<file path="src/rtl/pipe_pkg.sv">
// Shared types for the in-order pipeline hazard controller: forwarding
// selector encoding, per-stage bookkeeping records and the register-match rule.
package pipe_pkg;

  // Storage width for register addresses inside stage records. Narrower
  // address widths are zero-extended into it, so RA_W must not exceed it.
  localparam int RA_W_MAX = 8;

  typedef enum logic [1:0] {
    FWD_RF  = 2'b00,
    FWD_MEM = 2'b01,
    FWD_WB  = 2'b10
  } fwd_sel_e;

  // What a downstream stage needs to know about the instruction it holds.
  typedef struct packed {
    logic                valid;
    logic [RA_W_MAX-1:0] rd;
    logic                reg_write;
    logic                is_load;
  } stage_rec_t;

  // Source operands; kept for the instruction in EX to drive forwarding.
  typedef struct packed {
    logic [RA_W_MAX-1:0] rs1;
    logic [RA_W_MAX-1:0] rs2;
    logic                use_rs1;
    logic                use_rs2;
  } src_rec_t;

  // A source depends on a stage only if the source is really read and the
  // stage will write that same, nonzero register.
  function automatic logic src_match(input logic                use_src,
                                     input logic [RA_W_MAX-1:0] src,
                                     input stage_rec_t          rec);
    return use_src && rec.valid && rec.reg_write &&
           (rec.rd == src) && (rec.rd != '0);
  endfunction

endpackage

</file>
<file path="src/rtl/pipe_hazard_detect.sv">
// Combinational dependency checker: decides whether the instruction in ID
// must wait, and where EX should take each operand from.
module pipe_hazard_detect
  import pipe_pkg::*;
#(
  parameter int FWD_EN = 1
) (
  input  logic       i_id_valid,
  input  src_rec_t   i_id_src,
  input  stage_rec_t i_ex_rec,
  input  src_rec_t   i_ex_src,
  input  stage_rec_t i_mem_rec,
  input  stage_rec_t i_wb_rec,
  output logic       o_hazard,
  output fwd_sel_e   o_fwd_a,
  output fwd_sel_e   o_fwd_b
);

  logic w_ex_hit;
  logic w_mem_hit;
  logic w_wb_hit;

  assign w_ex_hit  = src_match(i_id_src.use_rs1, i_id_src.rs1, i_ex_rec)
                   | src_match(i_id_src.use_rs2, i_id_src.rs2, i_ex_rec);
  assign w_mem_hit = src_match(i_id_src.use_rs1, i_id_src.rs1, i_mem_rec)
                   | src_match(i_id_src.use_rs2, i_id_src.rs2, i_mem_rec);
  assign w_wb_hit  = src_match(i_id_src.use_rs1, i_id_src.rs1, i_wb_rec)
                   | src_match(i_id_src.use_rs2, i_id_src.rs2, i_wb_rec);

  // With forwarding only a load in EX is too late; without it any pending write is.
  always_comb begin
    // NOTE: every always_comb output gets a default first so no path infers a latch.
    o_hazard = 1'b0;
    if (i_id_valid) begin
      if (FWD_EN != 0) o_hazard = w_ex_hit & i_ex_rec.is_load;
      else             o_hazard = w_ex_hit | w_mem_hit | w_wb_hit;
    end
  end

  // Operand source for EX: the younger producer (MEM) wins over WB.
  always_comb begin
    o_fwd_a = FWD_RF;
    o_fwd_b = FWD_RF;
    if (FWD_EN != 0) begin
      if (src_match(i_ex_src.use_rs1, i_ex_src.rs1, i_mem_rec))     o_fwd_a = FWD_MEM;
      else if (src_match(i_ex_src.use_rs1, i_ex_src.rs1, i_wb_rec)) o_fwd_a = FWD_WB;
      if (src_match(i_ex_src.use_rs2, i_ex_src.rs2, i_mem_rec))     o_fwd_b = FWD_MEM;
      else if (src_match(i_ex_src.use_rs2, i_ex_src.rs2, i_wb_rec)) o_fwd_b = FWD_WB;
    end
  end

endmodule

</file>
<file path="src/rtl/pipeline_ctrl.sv">
// Pipeline control for a 5-stage in-order core: tracks EX/MEM/WB occupancy,
// issues stall/flush/bubble controls, forwarding selects, the WB write
// strobe and saturating stall/flush event counters.
module pipeline_ctrl
  import pipe_pkg::*;
#(
  parameter int RA_W   = 5,
  parameter int FWD_EN = 1,
  parameter int CNT_W  = 16
) (
  input  logic             clk,
  input  logic             reset,
  input  logic             id_valid,
  input  logic [RA_W-1:0]  id_rs1,
  input  logic [RA_W-1:0]  id_rs2,
  input  logic             id_use_rs1,
  input  logic             id_use_rs2,
  input  logic [RA_W-1:0]  id_rd,
  input  logic             id_reg_write,
  input  logic             id_is_load,
  input  logic             ex_branch_taken,
  input  logic             ex_busy,
  output logic             pc_stall,
  output logic             if_id_stall,
  output logic             if_id_flush,
  output logic             id_ex_bubble,
  output logic [1:0]       fwd_a,
  output logic [1:0]       fwd_b,
  output logic             wb_reg_write,
  output logic [RA_W-1:0]  wb_rd,
  output logic [CNT_W-1:0] stall_cnt,
  output logic [CNT_W-1:0] flush_cnt
);

  stage_rec_t       r_ex;
  src_rec_t         r_ex_src;
  stage_rec_t       r_mem;
  stage_rec_t       r_wb;
  logic [CNT_W-1:0] r_stall_cnt;
  logic [CNT_W-1:0] r_flush_cnt;

  stage_rec_t w_id_rec;
  src_rec_t   w_id_src;
  logic       w_hazard;
  fwd_sel_e   w_fwd_a;
  fwd_sel_e   w_fwd_b;
  logic       w_stall;
  logic       w_flush;
  logic       w_run;

  // Decode fields, zeroed when ID is empty so a bubble carries no use bits.
  always_comb begin
    w_id_rec = '0;
    w_id_src = '0;
    if (id_valid) begin
      w_id_rec.valid     = 1'b1;
      w_id_rec.rd        = RA_W_MAX'(id_rd);
      w_id_rec.reg_write = id_reg_write;
      w_id_rec.is_load   = id_is_load;
      w_id_src.rs1       = RA_W_MAX'(id_rs1);
      w_id_src.rs2       = RA_W_MAX'(id_rs2);
      w_id_src.use_rs1   = id_use_rs1;
      w_id_src.use_rs2   = id_use_rs2;
    end
  end

  pipe_hazard_detect #(
    .FWD_EN (FWD_EN)
  ) u_hazard (
    .i_id_valid (id_valid),
    .i_id_src   (w_id_src),
    .i_ex_rec   (r_ex),
    .i_ex_src   (r_ex_src),
    .i_mem_rec  (r_mem),
    .i_wb_rec   (r_wb),
    .o_hazard   (w_hazard),
    .o_fwd_a    (w_fwd_a),
    .o_fwd_b    (w_fwd_b)
  );

  // Busy freezes everything; a taken branch outranks a stall.
  assign w_stall = w_hazard & ~ex_busy & ~ex_branch_taken;
  assign w_flush = ex_branch_taken & ~ex_busy;

  // Controls are silenced while reset is held so nothing moves or writes.
  assign w_run        = reset;
  assign pc_stall     = w_run & (w_stall | ex_busy);
  assign if_id_stall  = w_run & (w_stall | ex_busy);
  assign if_id_flush  = w_run & w_flush;
  assign id_ex_bubble = w_run & (w_stall | w_flush);
  assign fwd_a        = w_run ? w_fwd_a : FWD_RF;
  assign fwd_b        = w_run ? w_fwd_b : FWD_RF;
  assign wb_reg_write = w_run & ~ex_busy & r_wb.valid & r_wb.reg_write & (r_wb.rd != '0);
  assign wb_rd        = w_run ? r_wb.rd[RA_W-1:0] : '0;
  assign stall_cnt    = r_stall_cnt;
  assign flush_cnt    = r_flush_cnt;

  // Stage records: advance when not busy; EX takes a bubble on stall/flush.
  always_ff @(posedge clk) begin
    // NOTE: sequential state uses non-blocking assignments so every record
    // shifts from its pre-edge neighbour rather than a just-updated one.
    if (!reset) begin
      r_ex     <= '0;
      r_ex_src <= '0;
      r_mem    <= '0;
      r_wb     <= '0;
    end else if (!ex_busy) begin
      r_wb  <= r_mem;
      r_mem <= r_ex;
      if (w_stall || w_flush) begin
        r_ex     <= '0;
        r_ex_src <= '0;
      end else begin
        r_ex     <= w_id_rec;
        r_ex_src <= w_id_src;
      end
    end
  end

  // Saturating event counters: busy cycles count as stall cycles.
  always_ff @(posedge clk) begin
    if (!reset) begin
      r_stall_cnt <= '0;
      r_flush_cnt <= '0;
    end else begin
      if ((w_stall || ex_busy) && (r_stall_cnt != '1))
        r_stall_cnt <= r_stall_cnt + CNT_W'(1);
      if (w_flush && (r_flush_cnt != '1))
        r_flush_cnt <= r_flush_cnt + CNT_W'(1);
    end
  end

endmodule

</file>
<file path="config.mk">
export PLATFORM = sky130hd
export DESIGN_NAME = pipeline_ctrl
export DESIGN_NICKNAME = d
export VERILOG_FILES = /design/src/rtl/pipe_pkg.sv /design/src/rtl/pipe_hazard_detect.sv /design/src/rtl/pipeline_ctrl.sv
export SDC_FILE = /design/constraint.sdc
export NUM_CORES = 1
export LEC_CHECK = 0
export ABC_CLOCK_PERIOD_IN_PS = 1700
export CAP_MARGIN = 20
export CORE_MARGIN = 2
export CORE_UTILIZATION = 47
export CTS_CLUSTER_SIZE = 14
export DETAILED_ROUTE_END_ITERATION = 8
export GPL_TIMING_DRIVEN = 0
export PLACE_DENSITY_LB_ADDON = 0.1
export RECOVER_POWER = 50
export REMOVE_ABC_BUFFERS = 1
export SLEW_MARGIN = 20
export SYNTH_ARGS = -nofsm -noshare
export SYNTH_HDL_FRONTEND = slang
export SYNTH_SLANG_ARGS = --single-unit
export TNS_END_PERCENT = 1
</file>
<file path="constraint.sdc">
create_clock -name clk -period 1.7 [get_ports clk]
set_input_delay 0.17 -clock clk [delete_from_list [all_inputs] [get_ports clk]]
set_output_delay 0.17 -clock clk [all_outputs]
set_load 0.01 [all_outputs]
</file>
==> results.toml <==
[routing]
routed_wirelength_um = 9530
ant_nets = 0
first_pass_iters = 4
viasPerCell = 5.683
vias = 3330
drc = 0
wl_per_cell_um = 16.26
drt-initial-drc-count = 187

[power]
power_density_nw_per_um2 = 690.2
vdd_drop_max_mv = 0.4331
leakage_nw = 1.845
power.total_mw = 3.391

[floorplanning]
dieArea_sq_um = 8317
rows = 31
io-pin-count = 70
fp.dieH_um = 91.20
start_util = 0.4900
core_sq_um = 7292
die_x_um = 91.20

[critical_path]
cpPeakStageDelay_ns = 0.40
cp_slowest_cell = "a2111oi_4"
cp.arrival_ns = 1.96
crit_required_ns = 1.53
rrSetupSlack_ns = -0.39
worst-setup-path-type = "flip-flop to primary output"
cp_max_fo = 8
cp-end-kind = "primary output"
critPathLaunchType = "flip-flop"
cp_cell_sequence = "xor2_1 > a2bb2oi_2 > a2111oi_4 > o21ai_4 > a21oi_2 > buf_2"

[timing]
finalHoldViolCount = 0
fmax_mhz = 469.0
worstMarginPinSlew_ns = 0.5827
rsz0062_at_grt = "true"
layout_setup_ws_ns = -0.4320
post-route-period-util = 1.254
finClkSkew_ns = 0.006374
setup_tns_ns = -13.45
finalSetupViolations = 48
fin_crit_ns = 2.132
drv_slew = 0
slew_headroom = 0.6101

[placed_design]
gp_congestion = 0.9320
place_hpwl_um = 5961
dp_cells = 555
io_buffers = 69

[job]
cap_violations = 0

[global_routing]
grt_max_degree = 42
grt_util_all_layers = 0.2311
gr-total-overflow = 0
grt_pass1_wl_um = 15520
first_global_vias = 3156
antenna_found_initial = 0

[layout]
seqCellArea_sq_um = 1351
final_util = 0.6736
syn_to_final_growth_pct = 37.46
drive_gt1_frac = 0.1951
multiInputGateArea_sq_um = 2327
insertedDiodeCount = 0
n_fill_cell = 609
nets = 508
fin_cells = 586

[yosys]
synth_ff_type = "dfxtp_1"
synth_edf_count = 0
ys_ff_latch = 66
synth_cell_types = 45
synth_area_sq_um = 3573
synth.avg_cell_area_sq_um = 8.758
async_flop_share = 0
postSynthCellCount = 408
yosysSeqAreaShare = 0.3697
ys_warn_count = 0

[clock_tree]
clock_path_buffers = 2
cts_sinks = 66
cts.clk_slew.worst_paths_ns = 0.07
clockRootBuffer = "clkbuf_8"
cts_tree = "yes"
cts-buffers-inserted = 9
cts_htree_levels = 3
clk_latency_ns = 0.35

[run_status]
failed_checks = "setup timing"
status = "finished with violations"

[hold_path]
min_path_type = "input port to flip-flop"
==> report_power, final <==
group	internal, mW	switching (mW)
registers	1.56	0.0380
clock network	0.822	0.644
logic	0.150	0.172
==> what timing repair did <==
item / in CTS / in global routing
hold buffers: 0 / 0
setup buffers: 13 / 0
pin swaps: 36 / 15
gates resized for setup: 72 / 29
cloned: 2 / 0
endpoints found under the setup margin: 59 / 56
==> flip-flops by register name, summed over array words and instances (netlist names) <==
signal and flops:
flush_cnt 16, r_mem 7, stall_cnt 16, r_ex_src 12
r_wb 7, r_ex 8
==> synthesized netlist by cell type (3+ instances only) <==
library cell | count | area share
nand4_1 | 16 | 0.028
a32oi_1 | 15 | 0.037
nand3_1 | 16 | 0.022
mux2i_1 | 28 | 0.078
dfxtp_1 | 66 | 0.37
or4_1 | 4 | 0.0084
xor2_1 | 28 | 0.069
a2111oi_2 | 4 | 0.017
buf_1 | 6 | 0.0063
a211oi_2 | 3 | 0.011
nand2b_1 | 11 | 0.019
nor3_1 | 9 | 0.013
clkbuf_1 | 10 | 0.011
nor4_1 | 5 | 0.0088
buf_2 | 3 | 0.0042
xnor2_1 | 13 | 0.032
and3_1 | 5 | 0.0088
a21oi_1 | 11 | 0.015
and4_1 | 7 | 0.017
nor2_1 | 54 | 0.057
inv_1 | 9 | 0.0095
and2_1 | 7 | 0.012
nand2_1 | 37 | 0.039
o21ai_0 | 5 | 0.0070
a211oi_1 | 6 | 0.013
==> cell families (layout without fill, tap and decap cells) <==
group           after synthesis  after routing  synth area share
buf+inv                      32            110           0.04096
xor+xnor                     41             41            0.1005
mux                          28             28           0.07843
flops                        66             66            0.3697
compound gates               61             62            0.1509
fa+ha+maj                     2              2          0.007002
simple gates                178            178            0.2525
==> stage by stage <==
stage                     setup slack, ns  cell area, sq um  hold slack, ns
after global routing              -0.5276              4912          0.1818
after detailed placement           -1.729              4305          0.4786
after CTS                         -0.4890              4843          0.1710
after global placement             -2.620              4275          0.4653
after floorplan                   -0.4066              3461          0.2963
final                             -0.4320              4912          0.1647
==> path summary, 6_finish.rpt <==
path | from | cells after the start | endpoint
setup / recovery | r_ex[3] | 6 | id_ex_bubble
setup reg to reg | r_ex[3] | 7 | stall_cnt[15]
hold / removal | reset | 3 | stall_cnt[4]
hold reg to reg | stall_cnt[5] | 2 | stall_cnt[5]
==> metal layers <==
layer	vias to the layer above	track usage	routed length [um]
met5	-	0	0
met4	0	0.07828	109
met3	8	0.04647	463
met2	90	0.3685	4425
met1	1606	0.3123	4532
li1	1626	-	-
==> layout by cell type (no fill, tap or decap), drive strengths merged, types with 10 or more instances in the layout <==
cell type / count
a21oi: 12
dfxtp: 66
clkbuf: 10
nand3: 16
nor2: 54
clkdlybuf4s50: 42
xor2: 28
nand2b: 11
a32oi: 15
nand4: 16
nand2: 38
mux2i: 28
dlygate4sd3: 13
buf: 22
xnor2: 13
==> worst max-delay path, delay by kind of cell, from the launching register on <==
kind	cells	cell delay, ns
XOR/XNOR	1	0.17
flip-flops	1	0.38
buffers and inverters	1	0.14
AO/OA/AOI/OAI	4	0.92
==> cell type report <==
| type | instances | share of cell area |
|---|---|---|
| Inverter | 9 | 0.008151 |
| Clock inverter | 7 | 0.01910 |
| Sequential cell | 66 | 0.2751 |
| Multi-Input combinational cell | 311 | 0.4738 |
| Clock buffer | 9 | 0.02522 |
| Tap cell | 99 | 0.02522 |
| Timing Repair Buffer | 85 | 0.1735 |
Note: power is estimated with default switching activity, not from simulation.
